### config.mk
export PLATFORM = sky130hd
export DESIGN_NAME = regfile_dump_reader_flat
export DESIGN_NICKNAME = d
export VERILOG_FILES = /design/src/rtl/regfile_dump_reader_if.sv /design/src/rtl/regfile_dump_reader.sv /design/src/flat_wrapper.sv
export SDC_FILE = /design/constraint.sdc
export NUM_CORES = 1
export LEC_CHECK = 0
export CAP_MARGIN = 15
export CORE_MARGIN = 2
export CORE_UTILIZATION = 43
export CTS_BUF_LIST = sky130_fd_sc_hd__clkbuf_8
export DETAILED_ROUTE_END_ITERATION = 7
export PLACE_DENSITY = 0.86
export SYNTH_ARGS = -nofsm -noshare
export SYNTH_HDL_FRONTEND = slang
export SYNTH_SLANG_ARGS = --single-unit
### constraint.sdc
create_clock -name clk -period 2.5 [get_ports clk]
set_clock_uncertainty 0.15 [all_clocks]
set_input_delay 0.5 -clock clk [delete_from_list [all_inputs] [get_ports clk]]
set_output_delay 0.5 -clock clk [all_outputs]
set_load 0.02 [all_outputs]
### src/rtl/regfile_dump_reader_if.sv
// Bundle between the dump reader, the register file read port and the trace consumer.
// With DUMP_CHECKSUM_EN defined, the bundle also carries the running checksum.
interface regfile_dump_reader_if #(
  parameter int ADDR_W = 5,
  parameter int DATA_W = 32
);
  logic              start;
  logic [ADDR_W-1:0] first_reg;
  logic [ADDR_W-1:0] last_reg;
  logic [ADDR_W-1:0] rd_addr;
  logic [DATA_W-1:0] rd_data;
  // out_* handshake: a word moves on a rising edge where out_valid & out_ready;
  // while out_valid is high and out_ready low, out_data/out_index/out_last hold still.
  logic              out_valid;
  logic              out_ready;
  logic [DATA_W-1:0] out_data;
  logic [ADDR_W-1:0] out_index;
  logic              out_last;
  logic              busy;
  logic              done;
`ifdef DUMP_CHECKSUM_EN
  logic [DATA_W-1:0] checksum;
`endif

  modport master (
    output start, first_reg, last_reg, rd_data, out_ready,
    input  rd_addr, out_valid, out_data, out_index, out_last, busy, done
`ifdef DUMP_CHECKSUM_EN
    , input checksum
`endif
  );

  modport slave (
    input  start, first_reg, last_reg, rd_data, out_ready,
    output rd_addr, out_valid, out_data, out_index, out_last, busy, done
`ifdef DUMP_CHECKSUM_EN
    , output checksum
`endif
  );
endinterface

### src/rtl/regfile_dump_reader.sv
// Walks a wrap-around range of register indices through one read port and streams each word out.
// Optional running checksum of streamed words: define DUMP_CHECKSUM_EN.
module regfile_dump_reader #(
  parameter int NUM_REGS = 32,
  parameter int ADDR_W   = 5,
  parameter int DATA_W   = 32
) (
  input  logic                   clk,
  input  logic                   rst,
  regfile_dump_reader_if.slave   bus,
  output logic [1:0]             dbg_state_o
);

  typedef enum logic [1:0] {
    IDLE = 2'd0,
    READ = 2'd1,
    SEND = 2'd2,
    DONE = 2'd3
  } state_e;

  state_e            state_q, state_d;
  logic [ADDR_W-1:0] cur_q, cur_d;
  logic [ADDR_W-1:0] end_q, end_d;
  logic [DATA_W-1:0] out_data_q, out_data_d;
  logic [ADDR_W-1:0] out_index_q, out_index_d;
  logic              out_last_q, out_last_d;
  logic [ADDR_W-1:0] cur_next;
`ifdef DUMP_CHECKSUM_EN
  logic [DATA_W-1:0] checksum_q, checksum_d;
`endif

  // Explicit wrap keeps the walk correct even if NUM_REGS is not a power of two.
  assign cur_next = (cur_q == ADDR_W'(NUM_REGS - 1)) ? '0 : cur_q + 1'b1;

  always_comb begin
    state_d     = state_q;
    cur_d       = cur_q;
    end_d       = end_q;
    out_data_d  = out_data_q;
    out_index_d = out_index_q;
    out_last_d  = out_last_q;
`ifdef DUMP_CHECKSUM_EN
    checksum_d  = checksum_q;
`endif
    case (state_q)
      IDLE: begin
        if (bus.start) begin
          cur_d   = bus.first_reg;
          end_d   = bus.last_reg;
          state_d = READ;
`ifdef DUMP_CHECKSUM_EN
          checksum_d = '0;
`endif
        end
      end
      READ: begin
        out_data_d  = bus.rd_data;
        out_index_d = cur_q;
        out_last_d  = (cur_q == end_q);
        state_d     = SEND;
      end
      SEND: begin
        if (bus.out_ready) begin
`ifdef DUMP_CHECKSUM_EN
          checksum_d = checksum_q + out_data_q;
`endif
          if (out_last_q) begin
            state_d = DONE;
          end else begin
            cur_d   = cur_next;
            state_d = READ;
          end
        end
      end
      DONE: begin
        state_d = IDLE;
      end
      default: begin
        state_d = IDLE;
      end
    endcase
  end

  always_ff @(posedge clk or negedge rst) begin
    if (!rst) begin
      state_q     <= IDLE;
      cur_q       <= '0;
      end_q       <= '0;
      out_data_q  <= '0;
      out_index_q <= '0;
      out_last_q  <= 1'b0;
`ifdef DUMP_CHECKSUM_EN
      checksum_q  <= '0;
`endif
    end else begin
      state_q     <= state_d;
      cur_q       <= cur_d;
      end_q       <= end_d;
      out_data_q  <= out_data_d;
      out_index_q <= out_index_d;
      out_last_q  <= out_last_d;
`ifdef DUMP_CHECKSUM_EN
      checksum_q  <= checksum_d;
`endif
    end
  end

  // Valid is exactly the SEND state, so it drops on the handshake edge without a separate flop.
  assign bus.rd_addr   = cur_q;
  assign bus.out_valid = (state_q == SEND);
  assign bus.out_data  = out_data_q;
  assign bus.out_index = out_index_q;
  assign bus.out_last  = out_last_q;
  assign bus.busy      = (state_q != IDLE);
  assign bus.done      = (state_q == DONE);
`ifdef DUMP_CHECKSUM_EN
  assign bus.checksum  = checksum_q;
`endif
  assign dbg_state_o   = state_q;

endmodule
### src/flat_wrapper.sv
// flat-port wrapper written by rule: the top's interface ports become plain ports
module regfile_dump_reader_flat 
#(
  parameter int NUM_REGS = 32,
  parameter int ADDR_W   = 5,
  parameter int DATA_W   = 32
)
  (clk, rst, dbg_state_o, bus_start, bus_first_reg, bus_last_reg, bus_rd_data, bus_out_ready, bus_rd_addr, bus_out_valid, bus_out_data, bus_out_index, bus_out_last, bus_busy, bus_done);
  regfile_dump_reader_if #(.ADDR_W(ADDR_W), .DATA_W(DATA_W)) bus_i ();
  input  logic clk;
  input  logic rst;
  output logic [1:0] dbg_state_o;
  input wire logic [$bits(bus_i.start)-1:0] bus_start;
  input wire logic [$bits(bus_i.first_reg)-1:0] bus_first_reg;
  input wire logic [$bits(bus_i.last_reg)-1:0] bus_last_reg;
  input wire logic [$bits(bus_i.rd_data)-1:0] bus_rd_data;
  input wire logic [$bits(bus_i.out_ready)-1:0] bus_out_ready;
  output wire logic [$bits(bus_i.rd_addr)-1:0] bus_rd_addr;
  output wire logic [$bits(bus_i.out_valid)-1:0] bus_out_valid;
  output wire logic [$bits(bus_i.out_data)-1:0] bus_out_data;
  output wire logic [$bits(bus_i.out_index)-1:0] bus_out_index;
  output wire logic [$bits(bus_i.out_last)-1:0] bus_out_last;
  output wire logic [$bits(bus_i.busy)-1:0] bus_busy;
  output wire logic [$bits(bus_i.done)-1:0] bus_done;
  assign bus_i.start = bus_start;
  assign bus_i.first_reg = bus_first_reg;
  assign bus_i.last_reg = bus_last_reg;
  assign bus_i.rd_data = bus_rd_data;
  assign bus_i.out_ready = bus_out_ready;
  assign bus_rd_addr = bus_i.rd_addr;
  assign bus_out_valid = bus_i.out_valid;
  assign bus_out_data = bus_i.out_data;
  assign bus_out_index = bus_i.out_index;
  assign bus_out_last = bus_i.out_last;
  assign bus_busy = bus_i.busy;
  assign bus_done = bus_i.done;
  regfile_dump_reader #(.NUM_REGS(NUM_REGS), .ADDR_W(ADDR_W), .DATA_W(DATA_W)) u_core (.clk(clk), .rst(rst), .bus(bus_i), .dbg_state_o(dbg_state_o));
endmodule
# After elaboration in Yosys (flattened, before gate mapping)
# Index checks and enable logic that the tools add are counted.
word_totals:
  input_bits: 46
  output_inout_bits: 48
  wordCells: 30
  reg_bits: 50
op_classes:
  muxes: 9
  addsub: 1
  eq_ne: 8
  reduce_logical: 6
op_table:
  columns: ["operator", "count"]
  rows:
  - ["two-way mux 5 bit", 4]
  - ["one-hot mux 5 bit (2 select lines)", 1]
  - ["one-hot mux 2 bit (4 select lines)", 1]
  - ["two-way mux 2 bit", 3]
  - ["inequality test 2 bit (second input constant)", 3]
  - ["adder 5 x 1 -> 5 bit (second input constant)", 1]
  - ["equality test 5 bit", 1]
  - ["equality test 5 bit (second input constant)", 1]
  - ["equality test 2 bit (second input constant)", 2]
  - ["AND reduction 2 bit", 2]
  - ["AND reduction 4 bit", 1]
  - ["nonzero test 2 bit", 2]
  - ["equality test 2 x 1 -> 1 bit (second input constant)", 1]
  - ["logical NOT 2 bit", 1]

# Depth between registers and ports, before layout
depth:
  ltp_word: 5
  ltp_mapped: 6
  mapped_depth_nobuf: 6

# Worst setup path before layout
# OpenSTA, ideal clock, no wires.
synth_timing:
  kind: "flip-flop to flip-flop"
  startpoint: "reg u_core.cur_q[0] (netlist: u_core.bus.rd_addr[0])"
  endpoint: "reg u_core.cur_q[2] (netlist: u_core.bus.rd_addr[2])"
  setup_ps: 66
  path_slack_ps: 462
  synth_period_minus_slack_ps: 2038
  t_arrival_ps: 1822
  stages_incl_launch_ff: 7
  required_time_ps: 2284
  n_path_buf: 0
  cell_sequence: "dfrtp_1 ha_1 and3_1 ha_1 or3b_1 nor3b_1 a221o_1"
synth_via:
  elab_chain_cells: 5
  word_cells_on_any_way: 6
  cone_classes: "add/sub: 1; eq/ne: 1; mux: 4"
synth_rtl:
  columns: ["item", "line", "rtl"]
  rows:
  - ["from (decl)", "regfile_dump_reader.sv:22", "logic [ADDR_W-1:0] cur_q, cur_d;"]
  - ["from (signal assigned)", "regfile_dump_reader.sv:97", "cur_q <= cur_d;"]
  - ["adder 5 x 1 -> 5 bit or equality test 5 bit (tied branches)", "regfile_dump_reader.sv:33", "assign cur_next = (cur_q == ADDR_W'(NUM_REGS - 1)) ? '0 : cur_q + 1'b1;"]
  - ["two-way mux 5 bit (*)", "regfile_dump_reader.sv:33", null]
  - ["two-way mux 5 bit (*)", "regfile_dump_reader.sv:67", "if (out_last_q) begin"]
  - ["two-way mux 5 bit (*)", "regfile_dump_reader.sv:63", "if (bus.out_ready) begin"]
  - ["one-hot mux 5 bit (2 select lines) (*)", "regfile_dump_reader.sv:45", "case (state_q)"]
# Mark *: on every way between the ends. The rest lies on a longest branch, timed or not. The select of a mux whose other input is x is not followed.
# A chain may end at the register's enable or synchronous reset.

# Final worst setup path
layout_timing:
  startpoint: "reg u_core.state_q[1] (netlist: u_core.dbg_state_o[1])"
  endpoint: "out bus_busy"
layout_via:
  elab_chain_cells: 1
layout_rtl:
  columns: ["item", "line", "rtl"]
  rows:
  - ["from (decl)", "regfile_dump_reader.sv:21", "state_e state_q, state_d;"]
  - ["from (signal assigned)", "regfile_dump_reader.sv:96", "state_q <= state_d;"]
  - ["nonzero test 2 bit", "regfile_dump_reader.sv:114", "assign bus.busy = (state_q != IDLE);"]
  - ["to (decl)", "flat_wrapper.sv:23", "output wire logic [$bits(bus_i.busy)-1:0] bus_busy;"]
# No other way between the ends.

==> results.tsv <==
stage	metric	value	unit
clock_tree	clk_lat worst skew	290	ps
yosys	Commonest cells post-synth	dfrtp_1 (50), mux2_2 (42), buf_2 (6)	
clock_tree	CTS Sinks	50	
sta	final worst setup slack	227	ps
worst_setup_path	CP top delay family	buffers and inverters	
yosys	post-synthesis xor/xnor area fraction	0.0212	
power_and_ir_drop	Logic pwr share	0.533	
cells_and_area	filler cell count	354	
sta	Worst-Margin Slew	555	ps
sta	Slew Viols, Final	0	
yosys	#FFs+latches synth	50	
worst_hold_path	worst hold path type	in -> async	
worst_setup_path	required time of the critical path	1850	ps
power_and_ir_drop	PD cells	1390	nW/um^2
global_route	initial antenna violation count	0	
cells_and_area	Diodes inserted	0	
cells_and_area	footprint of the multi-input gates	786	sq um
worst_setup_path	CP cell instances	or2_2 -> clkdlybuf4s50_1	
clock_tree	Post-CTS Setup Bufs	0	
clock_tree	CTS tree	done	
global_route	vias in the first global route	1483	
floorplanning	Die Width	73.3	microns
yosys	ys async rst share	1.00	
yosys	synthesis warning total	0	
yosys	Mapped Cells	140	
worst_setup_path	Setup Crit Path Kind	reg -> out	
power_and_ir_drop	Sw Ratio	0.357	
power_and_ir_drop	net switching power	0.00159	W
floorplanning	FP Rows	25	
sta	setup TNS	0	ps
global_route	grt ovf	0	
global_route	Tot GR Track Use	0.171	
sta	RSZ-0062 raised after global routing	false	
power_and_ir_drop	Power Internal	0.00287	W
power_and_ir_drop	P_leak	1.33	nW
floorplanning	Core ar.	4660	sq um
cells_and_area	# nets final	286	
yosys	Synth Area per Inst	14.7	sq um
worst_setup_path	setup slack, reg-to-reg	380	ps
clock_tree	Post-CTS Hold Buffers	0	
worst_setup_path	slowest stage delay, CP	540	ps
detailed_routing	routed vias	1495	
yosys	ys flop type	dfrtp_1	
clock_tree	CTS Buf Count	5	
yosys	post-synthesis simple-gate area fraction	0.0715	
worst_setup_path	Max stage delay cell, worst path	clkdlybuf4s50_1	
yosys	Synth Net Count	188	
sta	slew margin rel.	0.630	
worst_setup_path	R2R Path Start	u_core.bus.rd_addr[0]	
power_and_ir_drop	VDD IR max	0.808	mV
yosys	main combinational cell family by area after synthesis	multiplexers	
sta	Max Freq	440	MHz
cells_and_area	register area	1250	sq um
sta	Final period util	0.909	
sta	fin crit period	2270	ps
worst_setup_path	number of buffers and inverters on the critical path	1	
yosys	main area contributors after synthesis	dfrtp_1 (61%), mux2_2 (23%), buf_2 (1.5%), mux2i_1 (1.5%), xnor2_1 (1.3%)	
sta	Setup violations, final	0	
clock_tree	H-tree Lvls	2	
clock_tree	CTS clk-pin slew, worst paths	80	ps
yosys	Synth Cell Area	2060	sq um
placement	GPL Wtd Cong	0.856	
clock_tree	clock buffer depth	2	
yosys	count leader, synth	dfrtp_1	
yosys	compound-cell area share of the yosys netlist	0.0309	
clock_tree	post-cts resize count	0	
placement	input/output buffers	93	
run_status	status	finished, final reports clean	
yosys	Distinct cells, synth	27	
worst_setup_path	CP max FO	8	
placement	dpl ws	253	ps
yosys	top cell type's share of synthesized area	0.606	
floorplanning	Die Y	73.3	microns
placement	post-DP HPWL	3360	microns
floorplanning	Initial Util	0.443	
yosys	adder-cell area share of the yosys netlist	0.0121	
global_route	first-pass GRT wire length	6950	microns
detailed_routing	routed len/inst	15.2	microns
floorplanning	num ports	94	
sta	Final Hold Fails	0	
detailed_routing	WL final	4430	microns
flow_run	max_cap viols	0	
detailed_routing	Initial DRC Count	76	
cells_and_area	final core occ	0.686	
cells_and_area	proportion of layout cells with a drive suffix above 1	0.244	
worst_setup_path	Setup crit start kind	register	
detailed_routing	drt first pass iters	4	
detailed_routing	detail-routed via count per cell	5.12	
worst_setup_path	Arr. time, crit path	1620	ps
power_and_ir_drop	clock group share of total power	0.125	
clock_tree	clock root buffer	clkbuf_8	
detailed_routing	DRC errors left	0	
global_route	largest net degree at the start of global routing	34	
placement	area post-placement	3090	sq um
power_and_ir_drop	Reg power frac	0.342	
yosys	mux cell area share after synthesis	0.244	
yosys	Yosys top cell by area	dfrtp_1	
cells_and_area	area growth from synthesis to layout	54.9	%
detailed_routing	ANT nets after route	0	
cells_and_area	Final Cell Area	3200	sq um
yosys	post-synthesis sequential area ratio	0.606	
worst_setup_path	Worst Setup SP	u_core.dbg_state_o[1]	
worst_setup_path	Setup crit end kind	primary output	
yosys	Post-synth EDFFs	0	
floorplanning	Die Area	5370	sq um
==> state kept, by name, summed over array words and instances (netlist names) <==
signal	count
u_core.bus.out_data	32
u_core.bus.out_index	5
u_core.bus.rd_addr	5
u_core.end_q	5
u_core.dbg_state_o	2
u_core.bus.out_last	1
==> worst paths after layout <==
| path | to | cells past startpoint |
|---|---|---|
| min in group clk | u_core.bus.out_data[11] | 1 |
| hold / removal | u_core.bus.out_data[11] | 1 |
| hold reg to reg | u_core.bus.out_data[11] | 1 |
| max in group asynchronous | u_core.bus.out_index[4] | 2 |
| setup / recovery | bus_busy | 2 |
| setup reg to reg | u_core.bus.rd_addr[3] | 6 |
==> metrics by stage <==
stage / std cells / hold slack, ps / power [W]
floorplan: 140 / 54.4 / 0.00283
finish: 292 / 35.6 / 0.00446
global route: 292 / 59.7 / 0.00472
CTS: 292 / 44.2 / 0.00451
detailed placement: 285 / 343 / 0.00394
global placement: 285 / 335 / 0.00387
==> cell families (layout without fill, tap and decap cells) <==
group	count (synthesis)	count (layout)
AOI/OAI and AO/OA	9	9
xor gates and xnor gates	5	5
adders and majority gates	2	2
buffers and inverters	6	104
DFF	50	50
muxes	45	45
and+or+nand+nor	23	23
==> final cells by class <==
cell class | instances | share of cell area
clock inverter | 1 | 0.00939
multi-input combinational | 84 | 0.246
timing repair buffer | 97 | 0.307
sequential | 50 | 0.391
clock buffer | 6 | 0.0258
tap | 54 | 0.0211
==> power groups by stage <==
stage | Clock, W | Sequential, W | Combinational [W]
after floorplan | 0 | 0.00194 | 0.000892
after global placement | 0 | 0.00152 | 0.00235
after detailed placement | 0 | 0.00154 | 0.00240
after CTS | 0.000583 | 0.00153 | 0.00240
after global routing | 0.000614 | 0.00157 | 0.00253
final | 0.000558 | 0.00152 | 0.00237
==> cells in the final DEF (no fill, tap or decap), types with 2 or more instances in the layout <==
cell type,instances
clkdlybuf4s50_1,92
xor2_1,2
a21oi_1,3
nor3_1,3
mux2_2,42
and3_1,2
mux2i_1,3
buf_12,2
nand2_1,3
dfrtp_1,50
buf_4,2
and2_1,2
ha_1,2
a221o_1,2
nand3_1,2
xnor2_1,3
clkbuf_8,6
o22ai_1,2
==> per-layer routing <==
layer	GRT usage	vias up	wire, microns
met1	0.224	718	1980
met5	0	-	0
li1	-	695	-
met4	0.0424	0	31
met2	0.275	77	2020
met3	0.0604	5	397
(Power assumes the default switching activity.)
